`config.mk`:
```
export PLATFORM = sky130hd
export DESIGN_NAME = wb_write_slave_flat
export DESIGN_NICKNAME = d
export VERILOG_FILES = /design/src/rtl/wb_write_slave_pkg.sv /design/src/rtl/wb_write_slave_if.sv /design/src/rtl/wb_write_slave_term_gen.sv /design/src/rtl/wb_write_slave.sv /design/src/flat_wrapper.sv
export SDC_FILE = /design/constraint.sdc
export NUM_CORES = 1
export LEC_CHECK = 0
export CAP_MARGIN = 10
export CORE_MARGIN = 4
export CORE_UTILIZATION = 45
export CTS_BUF_LIST = sky130_fd_sc_hd__clkbuf_4 sky130_fd_sc_hd__clkbuf_8
export DETAILED_ROUTE_END_ITERATION = 16
export HOLD_SLACK_MARGIN = 0.1
export PLACE_DENSITY = 0.82
export REMOVE_ABC_BUFFERS = 1
export SETUP_SLACK_MARGIN = 0.15
export SLEW_MARGIN = 0
export SYNTH_ARGS = -nofsm -noshare
export SYNTH_HDL_FRONTEND = slang
export SYNTH_SLANG_ARGS = --single-unit
```
`constraint.sdc`:
```
create_clock -name clk_i -period 1.9 [get_ports clk_i]
set_input_delay 0.475 -clock clk_i [delete_from_list [all_inputs] [get_ports clk_i]]
set_output_delay 0.475 -clock clk_i [all_outputs]
set_load 0.05 [all_outputs]
```
`src/rtl/wb_write_slave_pkg.sv`:
```
// Shared Wishbone definitions: termination encoding, default geometry and bus-mode constants.
// Also used by the master-side write-cycle generator.
package wb_write_slave_pkg;

  typedef enum logic [1:0] {
    TermNone = 2'd0,
    TermAck  = 2'd1,
    TermRty  = 2'd2,
    TermErr  = 2'd3
  } term_e;

  localparam int unsigned DefWidth = 8;
  localparam int unsigned DefAbits = 3;

  localparam bit PipedB4 = 1'b1;
  localparam bit PipedB3 = 1'b0;

  // Precedence: unmapped address beats lock, lock only refuses writes.
  function automatic term_e term_of(logic in_range, logic we, logic lock);
    if (!in_range) begin
      return TermErr;
    end else if (we && lock) begin
      return TermRty;
    end
    return TermAck;
  endfunction

endpackage

```
`src/rtl/wb_write_slave_if.sv`:
```
// Wishbone request/termination bundle between a master and the register-bank slave.
interface wb_write_slave_if #(
  parameter int unsigned WIDTH = 8,
  parameter int unsigned ABITS = 3
);
  logic             cyc;
  logic             stb;
  logic             we;
  logic [ABITS-1:0] adr;
  logic [WIDTH-1:0] dat_w;
  logic [WIDTH-1:0] dat_r;
  logic             ack;
  logic             wat;
  logic             rty;
  logic             err;

  modport master (
    output cyc, stb, we, adr, dat_w,
    input  dat_r, ack, wat, rty, err
  );

  modport slave (
    input  cyc, stb, we, adr, dat_w,
    output dat_r, ack, wat, rty, err
  );
endinterface

```
`src/rtl/wb_write_slave_term_gen.sv`:
```
// Request acceptance and registered termination for the Wishbone slave, including the
// classic-mode guard against re-accepting a strobe that was already terminated.
module wb_write_slave_term_gen
  import wb_write_slave_pkg::*;
#(
  parameter bit          PIPED = PipedB4,
  parameter int unsigned WIDTH = DefWidth,
  parameter int unsigned ABITS = DefAbits,
  parameter int unsigned NREGS = 6
) (
  input  logic             clk_i,
  input  logic             rst_ni,
  input  logic             cyc_i,
  input  logic             stb_i,
  input  logic             we_i,
  input  logic [ABITS-1:0] adr_i,
  input  logic [WIDTH-1:0] dat_i,
  input  logic             lock_i,
  output logic             commit_o,
  output term_e            term_o,
  output logic             wat_o
);

  localparam logic [ABITS:0] NRegsW = (ABITS + 1)'(NREGS);

  term_e                term_q, term_d;
  logic                 wat_q, wat_d;
  logic                 lock_q;
  logic                 hold_q, hold_d;
  logic [ABITS+WIDTH:0] req_q, req_d;
  logic [ABITS+WIDTH:0] req;
  logic                 accept;
  logic                 req_new;
  term_e                next_term;

  always_comb begin
    req       = {we_i, adr_i, dat_i};
    req_new   = !(hold_q && (req == req_q));
    next_term = term_of(({1'b0, adr_i} < NRegsW), we_i, lock_i);

    if (PIPED) begin
      accept = cyc_i & stb_i & ~wat_q;
    end else begin
      accept = cyc_i & stb_i & (term_q == TermNone) & req_new;
    end

    term_d   = accept ? next_term : TermNone;
    commit_o = accept & (next_term == TermAck);

    // Stall one cycle when lock rises inside a bus cycle so the in-flight term drains.
    wat_d = PIPED & cyc_i & lock_i & ~lock_q;

    hold_d = hold_q;
    req_d  = req_q;
    if (!(cyc_i && stb_i)) begin
      hold_d = 1'b0;
    end
    if (accept) begin
      hold_d = 1'b1;
      req_d  = req;
    end
  end

  always_ff @(posedge clk_i or negedge rst_ni) begin
    if (!rst_ni) begin
      term_q <= TermNone;
      wat_q  <= 1'b0;
      lock_q <= 1'b0;
      hold_q <= 1'b0;
      req_q  <= '0;
    end else begin
      term_q <= term_d;
      wat_q  <= wat_d;
      lock_q <= lock_i;
      hold_q <= hold_d;
      req_q  <= req_d;
    end
  end

  assign term_o = term_q;
  assign wat_o  = wat_q;

endmodule

```
`src/rtl/wb_write_slave.sv`:
```
// Wishbone slave fronting a small register bank; exposes every register and a
// one-cycle commit strobe to user logic.
module wb_write_slave
  import wb_write_slave_pkg::*;
#(
  parameter bit          PIPED = PipedB4,
  parameter int unsigned WIDTH = DefWidth,
  parameter int unsigned ABITS = DefAbits,
  parameter int unsigned NREGS = 6,
  parameter int unsigned DELAY = 3
) (
  input  logic                   clk_i,
  input  logic                   rst_ni,
  wb_write_slave_if.slave        bus_io,
  input  logic                   lock_i,
  output logic [NREGS*WIDTH-1:0] regs_o,
  output logic                   wr_o,
  output logic [ABITS-1:0]       wr_adr_o
);

  // Delay only matters for behavioural models of this block.
  logic unused_delay;
  assign unused_delay = ^DELAY;

  term_e            term;
  logic             commit;
  logic             wat;
  logic             wr_en, rd_en;
  logic [WIDTH-1:0] rd_data;

  logic [WIDTH-1:0] regs_q [NREGS];
  logic [WIDTH-1:0] regs_d [NREGS];
  logic [WIDTH-1:0] dat_q, dat_d;
  logic             wr_q, wr_d;
  logic [ABITS-1:0] wr_adr_q, wr_adr_d;

  wb_write_slave_term_gen #(
    .PIPED(PIPED),
    .WIDTH(WIDTH),
    .ABITS(ABITS),
    .NREGS(NREGS)
  ) u_term_gen (
    .clk_i   (clk_i),
    .rst_ni  (rst_ni),
    .cyc_i   (bus_io.cyc),
    .stb_i   (bus_io.stb),
    .we_i    (bus_io.we),
    .adr_i   (bus_io.adr),
    .dat_i   (bus_io.dat_w),
    .lock_i  (lock_i),
    .commit_o(commit),
    .term_o  (term),
    .wat_o   (wat)
  );

  always_comb begin
    wr_en   = commit & bus_io.we;
    rd_en   = commit & ~bus_io.we;
    rd_data = '0;
    for (int k = 0; k < NREGS; k++) begin
      regs_d[k] = regs_q[k];
      if (bus_io.adr == ABITS'(k)) begin
        rd_data = regs_q[k];
        if (wr_en) begin
          regs_d[k] = bus_io.dat_w;
        end
      end
    end
    dat_d    = rd_en ? rd_data : '0;
    wr_d     = wr_en;
    wr_adr_d = wr_en ? bus_io.adr : wr_adr_q;
  end

  always_ff @(posedge clk_i or negedge rst_ni) begin
    if (!rst_ni) begin
      for (int k = 0; k < NREGS; k++) begin
        regs_q[k] <= '0;
      end
      dat_q    <= '0;
      wr_q     <= 1'b0;
      wr_adr_q <= '0;
    end else begin
      for (int k = 0; k < NREGS; k++) begin
        regs_q[k] <= regs_d[k];
      end
      dat_q    <= dat_d;
      wr_q     <= wr_d;
      wr_adr_q <= wr_adr_d;
    end
  end

  // A master that abandons the cycle never sees the pending termination.
  assign bus_io.ack   = bus_io.cyc & (term == TermAck);
  assign bus_io.rty   = bus_io.cyc & (term == TermRty);
  assign bus_io.err   = bus_io.cyc & (term == TermErr);
  assign bus_io.wat   = wat;
  assign bus_io.dat_r = dat_q;

  always_comb begin
    regs_o = '0;
    for (int k = 0; k < NREGS; k++) begin
      regs_o[k*WIDTH +: WIDTH] = regs_q[k];
    end
  end

  assign wr_o     = wr_q;
  assign wr_adr_o = wr_adr_q;

endmodule
```
`src/flat_wrapper.sv`:
```
// flat-port wrapper written by rule: the top's interface ports become plain ports
module wb_write_slave_flat import wb_write_slave_pkg::*;
#(
  parameter bit          PIPED = PipedB4,
  parameter int unsigned WIDTH = DefWidth,
  parameter int unsigned ABITS = DefAbits,
  parameter int unsigned NREGS = 6,
  parameter int unsigned DELAY = 3
)
  (clk_i, rst_ni, lock_i, regs_o, wr_o, wr_adr_o, bus_io_cyc, bus_io_stb, bus_io_we, bus_io_adr, bus_io_dat_w, bus_io_dat_r, bus_io_ack, bus_io_wat, bus_io_rty, bus_io_err);
  wb_write_slave_if #(.WIDTH(WIDTH), .ABITS(ABITS)) bus_io_i ();
  input  logic clk_i;
  input  logic rst_ni;
  input  logic lock_i;
  output logic [NREGS*WIDTH-1:0] regs_o;
  output logic wr_o;
  output logic [ABITS-1:0] wr_adr_o;
  input wire logic [$bits(bus_io_i.cyc)-1:0] bus_io_cyc;
  input wire logic [$bits(bus_io_i.stb)-1:0] bus_io_stb;
  input wire logic [$bits(bus_io_i.we)-1:0] bus_io_we;
  input wire logic [$bits(bus_io_i.adr)-1:0] bus_io_adr;
  input wire logic [$bits(bus_io_i.dat_w)-1:0] bus_io_dat_w;
  output wire logic [$bits(bus_io_i.dat_r)-1:0] bus_io_dat_r;
  output wire logic [$bits(bus_io_i.ack)-1:0] bus_io_ack;
  output wire logic [$bits(bus_io_i.wat)-1:0] bus_io_wat;
  output wire logic [$bits(bus_io_i.rty)-1:0] bus_io_rty;
  output wire logic [$bits(bus_io_i.err)-1:0] bus_io_err;
  assign bus_io_i.cyc = bus_io_cyc;
  assign bus_io_i.stb = bus_io_stb;
  assign bus_io_i.we = bus_io_we;
  assign bus_io_i.adr = bus_io_adr;
  assign bus_io_i.dat_w = bus_io_dat_w;
  assign bus_io_dat_r = bus_io_i.dat_r;
  assign bus_io_ack = bus_io_i.ack;
  assign bus_io_wat = bus_io_i.wat;
  assign bus_io_rty = bus_io_i.rty;
  assign bus_io_err = bus_io_i.err;
  wb_write_slave #(.PIPED(PIPED), .WIDTH(WIDTH), .ABITS(ABITS), .NREGS(NREGS), .DELAY(DELAY)) u_core (.clk_i(clk_i), .rst_ni(rst_ni), .bus_io(bus_io_i), .lock_i(lock_i), .regs_o(regs_o), .wr_o(wr_o), .wr_adr_o(wr_adr_o));
endmodule
```
==> run_summary.xml <==
<?xml version="1.0" encoding="UTF-8"?>
<metrics>
  <group name="run_status">
    <metric name="status" unit="">finished, final reports clean</metric>
  </group>
  <group name="drt">
    <metric name="detail_route.wl_per_cell" unit="um">18.2</metric>
    <metric name="drtAntennaViolNets" unit="">0</metric>
    <metric name="via_per_inst" unit="">5.43</metric>
    <metric name="route.vias.total" unit="">2090</metric>
    <metric name="route.detailed.drc" unit="">0</metric>
    <metric name="detail_route.iter0.violations" unit="">55</metric>
    <metric name="postRouteWirelength" unit="mm">7.03</metric>
    <metric name="detail_route.first_pass.iterations" unit="">4</metric>
  </group>
  <group name="sta">
    <metric name="finalClockSkew" unit="ps">5.70</metric>
    <metric name="post-route-period-util" unit="%">87.6</metric>
    <metric name="hold_slack" unit="ps">132</metric>
    <metric name="rsz0062_at_grt" unit="">no</metric>
    <metric name="final_period_minus_worst_setup_slack" unit="ps">1660</metric>
    <metric name="worst_pin_slew" unit="ps">451</metric>
    <metric name="timing.final.max_slew_violations" unit="">0</metric>
    <metric name="setup_viol" unit="">0</metric>
    <metric name="timing.slew.headroom" unit="%">69.9</metric>
    <metric name="timing.final.hold_violations" unit="">0</metric>
    <metric name="achievable-frequency" unit="GHz">0.601</metric>
    <metric name="finalWorstSetupSlack" unit="ps">235</metric>
  </group>
  <group name="yosys">
    <metric name="synth-seq-area-share" unit="%">55.2</metric>
    <metric name="share_of_synthesized_registers_carrying_an_async_set_or_reset" unit="%">100</metric>
    <metric name="ys_warn_count" unit="">0</metric>
    <metric name="synth_cells" unit="">205</metric>
    <metric name="ys_ff_latch" unit="">64</metric>
    <metric name="number_of_synthesized_flops_with_an_enable_pin" unit="">0</metric>
    <metric name="synth.distinct_cells" unit="">31</metric>
    <metric name="syn_area" unit="um^2">2900</metric>
    <metric name="synthFlopType" unit="">sky130_fd_sc_hd__dfrtp_1</metric>
    <metric name="synth_area_per_cell" unit="um^2">14.1</metric>
  </group>
  <group name="setup_path">
    <metric name="cp-end-kind" unit="">primary output</metric>
    <metric name="critical_path_peak_fanout" unit="">5</metric>
    <metric name="path_delay_family" unit="">buffers and inverters</metric>
    <metric name="worst_path_largest_cell_delay" unit="ps">240</metric>
    <metric name="worst-endpoint-required" unit="ps">1420</metric>
    <metric name="path_buf_inv" unit="">3</metric>
    <metric name="worst_ep_arrival_time" unit="ps">1190</metric>
    <metric name="worst-setup-path-type" unit="">in2out</metric>
    <metric name="cell_with_the_biggest_individual_delay_on_the_critical_path" unit="">sky130_fd_sc_hd__dlygate4sd2_1</metric>
    <metric name="path_cells" unit="">dlygate4sd2_1 &gt; buf_6 &gt; nand2_1 &gt; nor2_2 &gt; buf_12</metric>
    <metric name="critical_path.startpoint_type" unit="">primary input</metric>
  </group>
  <group name="clock_tree">
    <metric name="clk_path_buf_depth" unit="">2</metric>
    <metric name="tritoncts" unit="">yes</metric>
    <metric name="cts_hold_buf" unit="">0</metric>
    <metric name="path_clk_slew" unit="ps">70</metric>
    <metric name="cts-htree-levels" unit="">3</metric>
    <metric name="clk_latency" unit="ps">340</metric>
    <metric name="numClockSinks" unit="">64</metric>
    <metric name="cts_made_buffers" unit="">9</metric>
    <metric name="clock_tree.root_cell" unit="">sky130_fd_sc_hd__clkbuf_8</metric>
  </group>
  <group name="die">
    <metric name="rows" unit="">28</metric>
    <metric name="start_util" unit="%">47.6</metric>
    <metric name="core" unit="um^2">6100</metric>
    <metric name="die_area" unit="um^2">7790</metric>
    <metric name="design.portCount" unit="">81</metric>
    <metric name="die_width" unit="um">88.3</metric>
    <metric name="dieHeight" unit="um">88.3</metric>
  </group>
  <group name="global_routing">
    <metric name="met1_usage" unit="%">25.2</metric>
    <metric name="peak_usage_layer_in_the_global_routing_report" unit="">met2</metric>
    <metric name="use_met2" unit="%">31.1</metric>
    <metric name="met3_global_route_usage" unit="%">6.15</metric>
    <metric name="grt_antenna_before_repair" unit="">0</metric>
    <metric name="wire_length_of_the_first_global_routing_pass" unit="mm">11.1</metric>
    <metric name="number_of_global_route_vias_before_repair" unit="">2141</metric>
    <metric name="gr-usage-all-layers" unit="%">19.5</metric>
    <metric name="grt-ovfl-total" unit="">0</metric>
    <metric name="grt_start_max_net_pins" unit="">65</metric>
  </group>
  <group name="worst_hold_path">
    <metric name="worst_hold_path_type" unit="">in2async</metric>
  </group>
  <group name="layout">
    <metric name="final_cell_mix" unit="">sky130_fd_sc_hd__buf_4 (73), sky130_fd_sc_hd__dfrtp_1 (64), sky130_fd_sc_hd__mux2_2 (45)</metric>
    <metric name="layout.nets" unit="">322</metric>
    <metric name="syn2layout_area_growth" unit="%">38.8</metric>
    <metric name="final_common_cell" unit="">sky130_fd_sc_hd__buf_4</metric>
    <metric name="postLayoutCellArea" unit="um^2">4030</metric>
    <metric name="insertedDiodeCount" unit="">0</metric>
    <metric name="drive_gt1_share" unit="%">54.8</metric>
  </group>
  <group name="place">
    <metric name="placement.setup.worst_slack" unit="ps">-237</metric>
    <metric name="gpl_congestion" unit="">0.790</metric>
    <metric name="placed_cell_area" unit="um^2">3780</metric>
    <metric name="place.detailed.hpwl" unit="mm">4.82</metric>
    <metric name="portBuffers" unit="">80</metric>
  </group>
  <group name="flow_run">
    <metric name="cap_violations" unit="">0</metric>
  </group>
  <group name="power_and_ir_drop">
    <metric name="max-vdd-ir-drop" unit="mV">0.710</metric>
    <metric name="power_density" unit="nW/um^2">998</metric>
    <metric name="p_leak" unit="nW">2.12</metric>
  </group>
</metrics>
==> layout make-up <==
type	count	area, um^2
multi-input cells	129	1230
clock buffers	13	166
flip-flops and latches	64	1600
repair buffers	98	881
inverters	3	11.3
fillers	475	2070
clock inverters	3	40.0
well taps	75	93.8
==> per-stage QoR <==
stage / cells / TNS [ps] / power (mW) / util [%]
after floorplan: 196 / -1250 / 2.38 / -
after global placement: 368 / -9340 / 2.82 / 62.0
after detailed placement: 368 / -10310 / 2.84 / 62.0
after CTS: 385 / 0 / 4.06 / 66.0
after global routing: 385 / 0 / 4.20 / 66.0
final: 385 / 0 / 4.02 / 66.0
==> path summary, 6_finish.rpt <==
check                                          from                       to  slack, ps  depth (start not counted)
setup / recovery                         bus_io_cyc               bus_io_rty        240                          5
hold / removal                               rst_ni        u_core.regs_o[23]        130                          2
setup reg to reg            u_core.u_term_gen.wat_o         u_core.regs_o[4]        240                          4
hold reg to reg            u_core.u_term_gen.lock_q  u_core.u_term_gen.wat_o        390                          1
max in group asynchronous                    rst_ni        u_core.regs_o[28]       1480                          2
min in group clk_i         u_core.u_term_gen.lock_q  u_core.u_term_gen.wat_o        390                          1
==> synthesized netlist by cell type (3+ instances only) <==
cell type | n | area (um^2)
sky130_fd_sc_hd__buf_6 | 3 | 33.8
sky130_fd_sc_hd__o221a_2 | 7 | 78.8
sky130_fd_sc_hd__inv_1 | 3 | 11.3
sky130_fd_sc_hd__dfrtp_1 | 64 | 1600
sky130_fd_sc_hd__mux2i_1 | 16 | 160
sky130_fd_sc_hd__nor2_1 | 17 | 63.8
sky130_fd_sc_hd__buf_2 | 3 | 15.0
sky130_fd_sc_hd__mux2_2 | 45 | 507
sky130_fd_sc_hd__nand4b_4 | 3 | 71.3
sky130_fd_sc_hd__nand2_1 | 6 | 22.5
sky130_fd_sc_hd__nand4_4 | 3 | 63.8
sky130_fd_sc_hd__mux2_4 | 3 | 45.0
sky130_fd_sc_hd__nand3b_1 | 3 | 22.5
sky130_fd_sc_hd__o22ai_1 | 7 | 43.8
==> logic make-up after synthesis <==
kind of cell           count (synthesis)  share of synthesized area [%]
AO/OA/AOI/OAI                         22                           6.04
buffers and inverters                 12                           2.46
flip-flops                            64                           55.2
multiplexers                          65                           24.9
AND/OR/NAND/NOR                       42                           11.3
==> what timing repair did <==
action                     in CTS  in global routing
gates cloned                    1                  0
pin swaps                       3                  0
setup endpoints to repair      13                  2
gates resized for setup         7                  1
buffers inserted                0                  0
==> per-layer routing <==
metal	vias to the layer above	share of wire, %
li1	957	-
met1	1066	43
met2	59	49
met3	8	6.5
met4	0	1.4
met5	-	0
==> where the power goes <==
part	switching, mW	internal (mW)	total [mW]
clock	0.502	0.703	1.20
combinational	0.768	0.411	1.18
sequential	0.120	1.51	1.63
total	1.39	2.63	4.02
==> registers in the layout, indices dropped and copies added, names as in the netlist <==
register                  flops
u_core.wr_o                   1
u_core.u_term_gen.term_o      2
u_core.regs_o                48
u_core.u_term_gen.wat_o       1
u_core.bus_io.dat_r           8
u_core.wr_adr_o               3
u_core.u_term_gen.lock_q      1
Note: power is estimated with default switching activity, not from simulation.
